### src/rtl/floo_output_port_arbiter.sv
// Output-port arbiter for a NoC router: round-robin choice among input ports,
// held on one input from the first offered flit until its last flit is accepted.
module floo_output_port_arbiter #(
   parameter int unsigned NumInp   = 5,
   parameter type         flit_t   = logic [63:0],
   parameter int unsigned IdxWidth = $clog2(NumInp)
) (
   input  logic                clk_i,
   input  logic                rst_ni,
   input  logic [NumInp-1:0]   valid_i,
   output logic [NumInp-1:0]   ready_o,
   input  flit_t               data_i [NumInp],
   input  logic [NumInp-1:0]   last_i,
   output logic                valid_o,
   input  logic                ready_i,
   output flit_t               data_o,
   output logic                last_o,
   output logic [IdxWidth-1:0] gnt_idx_o,
   output logic                locked_o,
   output logic [15:0]         pkt_cnt_o
);

   typedef enum logic {
      IDLE,
      LOCKED
   } state_t;

   state_t              state_reg;
   logic [IdxWidth-1:0] rr_ptr_reg;
   logic [IdxWidth-1:0] lock_idx_reg;
   logic [15:0]         pkt_cnt_reg;

   logic [IdxWidth-1:0] arb_idx;
   logic                arb_found;
   logic [IdxWidth-1:0] cand;
   logic [IdxWidth-1:0] sel;
   logic                grant_ready;
   logic                handshake;

   function automatic logic [IdxWidth-1:0] wrap_inc(input logic [IdxWidth-1:0] idx);
      return (idx == IdxWidth'(NumInp - 1)) ? '0 : idx + IdxWidth'(1);
   endfunction

   // Cyclic priority search starting at rr_ptr; the first valid input met wins.
   always_comb begin
      arb_idx   = rr_ptr_reg;
      arb_found = 1'b0;
      cand      = rr_ptr_reg;
      for (int unsigned k = 0; k < NumInp; k++) begin
         if (!arb_found && valid_i[cand]) begin
            arb_idx   = cand;
            arb_found = 1'b1;
         end
         cand = wrap_inc(cand);
      end
   end

   assign sel       = (state_reg == LOCKED) ? lock_idx_reg : arb_idx;
   assign valid_o   = valid_i[sel];
   assign data_o    = data_i[sel];
   assign last_o    = last_i[sel];
   assign gnt_idx_o = sel;
   assign handshake = valid_o && ready_i;

   // While locked the owner sees ready_i even during a bubble; when idle only a real winner does.
   assign grant_ready = ready_i && ((state_reg == LOCKED) || arb_found);

   for (genvar gi = 0; gi < NumInp; gi++) begin : g_ready
      assign ready_o[gi] = grant_ready && (sel == IdxWidth'(gi));
   end

   always_ff @(posedge clk_i or negedge rst_ni) begin
      if (!rst_ni) begin
         state_reg    <= IDLE;
         rr_ptr_reg   <= '0;
         lock_idx_reg <= '0;
         pkt_cnt_reg  <= '0;
      end else begin
         case (state_reg)
            IDLE: begin
               if (handshake && last_o) begin
                  rr_ptr_reg  <= wrap_inc(sel);
                  pkt_cnt_reg <= pkt_cnt_reg + 16'd1;
               end else if (valid_o) begin
                  // Either a multi-flit packet started or the flit is stalled:
                  // in both cases the grant must not move until the last flit goes.
                  state_reg    <= LOCKED;
                  lock_idx_reg <= sel;
               end
            end
            LOCKED: begin
               if (handshake && last_o) begin
                  state_reg   <= IDLE;
                  rr_ptr_reg  <= wrap_inc(lock_idx_reg);
                  pkt_cnt_reg <= pkt_cnt_reg + 16'd1;
               end
            end
            default: state_reg <= IDLE;
         endcase
      end
   end

   assign locked_o  = (state_reg == LOCKED);
   assign pkt_cnt_o = pkt_cnt_reg;

endmodule

### config.mk
export PLATFORM = sky130hd
export DESIGN_NAME = floo_output_port_arbiter
export DESIGN_NICKNAME = d
export VERILOG_FILES = /design/src/rtl/floo_output_port_arbiter.sv
export SDC_FILE = /design/constraint.sdc
export NUM_CORES = 1
export LEC_CHECK = 0
export CELL_PAD_IN_SITES_DETAIL_PLACEMENT = 1
export CELL_PAD_IN_SITES_GLOBAL_PLACEMENT = 2
export CORE_ASPECT_RATIO = 1.4
export CORE_MARGIN = 5
export CORE_UTILIZATION = 15
export DETAILED_ROUTE_END_ITERATION = 8
export GPL_TIMING_DRIVEN = 0
export PLACE_DENSITY_LB_ADDON = 0.12
export RECOVER_POWER = 25
export SLEW_MARGIN = 5
export SYNTH_ARGS = -nofsm -noshare
export SYNTH_HDL_FRONTEND = slang
export SYNTH_SLANG_ARGS = --single-unit
### constraint.sdc
create_clock -name clk_i -period 4.78 [get_ports clk_i]
set_input_delay 0.717 -clock clk_i [delete_from_list [all_inputs] [get_ports clk_i]]
set_output_delay 0.717 -clock clk_i [all_outputs]
set_load 0.005 [all_outputs]
==> impl_summary.log <==
[metrics] outcome: complete, but fails checks
[metrics] violated checks: negative setup slack
[metrics] type of the worst min-delay path: flip-flop to flip-flop
[metrics] DRC marker count from the first detailed-route iteration: 294
[metrics] LEAKAGE: 4.56 nW
[metrics] initial core utilization: 15.2%
[metrics] overall power after layout: 9.65 mW
[metrics] number of routed nets with antenna violations: 0
[metrics] worst endpoint required time: 4060 ps
[metrics] total power density per cell area: 863 nW/um2
[metrics] Place WS: -2190 ps
[metrics] mux contribution to synthesized area: 34.7%
[metrics] number of maximum-capacitance constraint violations: 0
[metrics] number of standard-cell rows in the floorplan: 76
[metrics] net count of the finished layout: 1315
[metrics] cell repeated most along the worst path: sky130_fd_sc_hd__buf_12
[metrics] post-synthesis adder-cell area fraction: 3.22%
[metrics] cells along the critical path: buf_12 > ha_4 > or3b_4 > a221o_1 > a21o_1 > a22o_4 > a21o_4 > a32o_1 > a221o_1 > a22oi_4 > buf_12 > buf_12 > buf_6 > mux4_2 > a22o_1 > buf_2
[metrics] global-route usage over all layers: 20.4%
[metrics] WL per Instance: 27.7 um
[metrics] ports placed on the boundary: 424
[metrics] category of the worst setup path launch point: flip-flop
[metrics] Via Count: 6490
[metrics] layout cells sized above 1: 37.9%
[metrics] GR Overflow Total: 0
[metrics] family with the most delay on the worst path: compound AO/OA/AOI/OAI gates
[metrics] post-layout util: 36.4%
[metrics] clk sinks: 23
[metrics] maximum clock skew at final layout: 4.01 ps
[metrics] fraction of synthesis flops using an asynchronous set or reset pin: 100%
[metrics] time the worst path needs with I/O delays and setup: 5220 ps
[metrics] critical setup path kind: flip-flop to output port
[metrics] first-pass detailed-route iteration total: 4
[metrics] crit-path max FO: 6
[metrics] XOR/XNOR Fraction of Synth Area: 3.56%
[metrics] Area growth syn-to-layout: 140%
[metrics] number of instances in the synthesized netlist: 444
[metrics] Max stage delay cell, worst path: sky130_fd_sc_hd__dfrtp_2
[metrics] FMAX: 192 MHz
[metrics] unique cell type count in the Yosys netlist: 70
[metrics] fillcell total: 3421
[metrics] number of synthesized register bits: 23
[metrics] number of standard cells in the final layout excluding fillers: 1368
[metrics] Chip Height: 219 um
[metrics] count of final max-slew check failures: 0
[metrics] Placed Area: 9470 um2
[metrics] CTS Hold Buffers Added: 0
[metrics] worst setup margin: -438 ps
[metrics] placeable core region: 30700 um2
[metrics] total die area: 34800 um2
[metrics] highest ir drop seen on vdd: 0.298 mV
[metrics] post-route design area: 11200 um2
[metrics] Placed Instances: 1257
[metrics] number of buffer cells added on primary ports: 423
[metrics] final RePlAce weighted congestion: 0.867
[metrics] Critical path buffers and inverters: 5
[metrics] final number of hold-violating endpoints: 0
[metrics] Detailed Route WL: 38000 um
[metrics] Post-DP HPWL: 31200 um
[metrics] max-slew headroom at the worst pin: 5.93%
[metrics] most used cells in the layout excluding fill and tap cells: 346 x sky130_fd_sc_hd__clkdlybuf4s50_1, 64 x sky130_fd_sc_hd__mux4_2, 62 x sky130_fd_sc_hd__a22o_1
[metrics] compound-gate portion of the synthesized area: 25.1%
[metrics] number of synthesized flops with an enable pin: 0
[metrics] DRC violations left: 0
[metrics] CTS Buf Count: 3
[metrics] number of H-tree branching levels: 1
[metrics] number of warning messages in the yosys log: 0
[metrics] insertion delay of the later-clocked pin in the worst-skew pair: 270 ps
[metrics] synthesized area per cell: 10.5 um2
[metrics] mean number of vias per cell: 4.74
[metrics] sequential share of the synthesized area: 12.3%
[metrics] wire length of the first global-routing pass: 53200 um
[metrics] syn nets: 789
[metrics] clock tree from TritonCTS: built
[metrics] root buf cell: sky130_fd_sc_hd__clkbuf_16
[metrics] Worst EP arrival: 4500 ps
[metrics] worst hold margin: 469 ps
[metrics] combinational family with the most area after synthesis: multiplexers
[metrics] area share of and/or/nand/nor cells after synthesis: 15.7%
[metrics] flip-flop count of the largest register after layout: 16
[metrics] Tcrit/Tclk final: 109%
[metrics] peak per-stage delay on the critical path: 450 ps
[metrics] antenna violations before repair: 20
[metrics] element type at the critical path end: output port
[metrics] Setup Total Neg Slack: -26250 ps
[metrics] horizontal die dimension: 159 um
[metrics] unrepaired setup endpoints after global routing: true
[metrics] largest net degree at the start of global routing: 24
[metrics] number of global-route vias before repair: 7119
[metrics] maximum count of clock buffers along a single path: 2
[metrics] cell area after synthesis: 4670 um2
[metrics] prevailing post-synth register cell: sky130_fd_sc_hd__dfrtp_1
[metrics] most common cell after layout, fill and taps aside: sky130_fd_sc_hd__clkdlybuf4s50_1
[metrics] Final Setup Violations: 92
[metrics] transition time of the tightest slew-check pin: 1410 ps
[metrics] CTS clock-pin slew for the worst setup and hold paths: 70 ps
==> layer usage <==
layer	global-route usage (%)	up-vias	routed length [um]
met5	0	-	148
met4	3.98	22	623
met3	7.85	47	3190
met2	36.5	259	19600
met1	23.4	3248	14400
li1	-	2914	-
==> where the power goes <==
part | internal [mW] | total [mW] | switching (mW)
clock | 0.113 | 0.195 | 0.0822
sequential | 0.248 | 0.314 | 0.0657
combinational | 5.08 | 9.14 | 4.06
total | 5.45 | 9.65 | 4.21
==> cell type report <==
type                            count  area (um2)  area share, %
Inverter                           15        85.1          0.761
Timing Repair Buffer              525        5060           45.2
Clock buffer                        3        75.1          0.671
Clock inverter                      1        5.00         0.0448
Antenna cell                        9        22.5          0.201
Buffer                             36         494           4.42
Multi-Input combinational cell    366        4380           39.2
Sequential cell                    23         577           5.16
Tap cell                          390         488           4.36
==> final timing paths <==
| check | startpoint | slack (ps) | cells past startpoint | to |
|---|---|---|---|---|
| hold reg to reg | pkt_cnt_o[15]$_DFFE_PN0P_ | 470 | 1 | pkt_cnt_o[15]$_DFFE_PN0P_ |
| setup / recovery | rr_ptr_reg[1]$_DFFE_PN0P_ | -440 | 16 | data_o[40] |
| max in group asynchronous | rst_ni | 3090 | 1 | rr_ptr_reg[1]$_DFFE_PN0P_ |
| min in group asynchronous | rst_ni | 770 | 1 | pkt_cnt_o[2]$_DFFE_PN0P_ |
| setup reg to reg | rr_ptr_reg[1]$_DFFE_PN0P_ | -100 | 20 | lock_idx_reg[1]$_DFFE_PN0P_ |
| hold / removal | pkt_cnt_o[15]$_DFFE_PN0P_ | 470 | 1 | pkt_cnt_o[15]$_DFFE_PN0P_ |
==> cell families after synthesis <==
| family | count (synthesis) |
|---|---|
| AO/OA/AOI/OAI | 139 |
| XOR/XNOR | 19 |
| adder cells (fa/ha/maj) | 12 |
| buffers and inverters | 55 |
| flip-flops | 23 |
| multiplexers | 81 |
| AND/OR/NAND/NOR | 115 |
==> cells in the mapped netlist, types with 3 or more instances <==
master / n / area [um2]
sky130_fd_sc_hd__o21ai_0: 11 / 55.1
sky130_fd_sc_hd__a22o_1: 65 / 569
sky130_fd_sc_hd__a22oi_1: 3 / 22.5
sky130_fd_sc_hd__dfrtp_1: 23 / 576
sky130_fd_sc_hd__nor3b_1: 7 / 52.6
sky130_fd_sc_hd__nor3_1: 8 / 40.0
sky130_fd_sc_hd__clkbuf_1: 25 / 93.8
sky130_fd_sc_hd__nand3_1: 15 / 75.1
sky130_fd_sc_hd__nor2_1: 13 / 48.8
sky130_fd_sc_hd__mux2_2: 6 / 67.6
sky130_fd_sc_hd__a21o_1: 5 / 37.5
sky130_fd_sc_hd__inv_1: 12 / 45.0
sky130_fd_sc_hd__nor2b_1: 9 / 56.3
sky130_fd_sc_hd__a31oi_1: 4 / 25.0
sky130_fd_sc_hd__nor4b_2: 3 / 45.0
sky130_fd_sc_hd__and3_1: 7 / 43.8
sky130_fd_sc_hd__inv_2: 3 / 11.3
sky130_fd_sc_hd__ha_1: 12 / 150
sky130_fd_sc_hd__nand2_1: 17 / 63.8
sky130_fd_sc_hd__xnor2_1: 4 / 35.0
sky130_fd_sc_hd__mux2i_1: 9 / 90.1
sky130_fd_sc_hd__or3_1: 3 / 18.8
sky130_fd_sc_hd__buf_2: 10 / 50.1
sky130_fd_sc_hd__mux4_2: 64 / 1440
sky130_fd_sc_hd__nor4_1: 4 / 25.0
sky130_fd_sc_hd__a2bb2oi_1: 3 / 26.3
sky130_fd_sc_hd__xor2_1: 15 / 131
sky130_fd_sc_hd__nand2b_1: 6 / 37.5
sky130_fd_sc_hd__a21oi_1: 10 / 50.1
sky130_fd_sc_hd__and2_1: 6 / 37.5
sky130_fd_sc_hd__buf_6: 3 / 33.8
sky130_fd_sc_hd__nor4_2: 7 / 87.6
==> timing repair <==
| item | in CTS | in global routing |
|---|---|---|
| hold endpoints to repair | 0 | 0 |
| resized for setup | 487 | 46 |
| endpoints found under the setup margin | 97 | 97 |
| buffers inserted | 86 | 11 |
| gates cloned | 6 | 1 |
| pin swaps | 60 | 45 |
No activity file was read; power rests on OpenSTA's default activity.
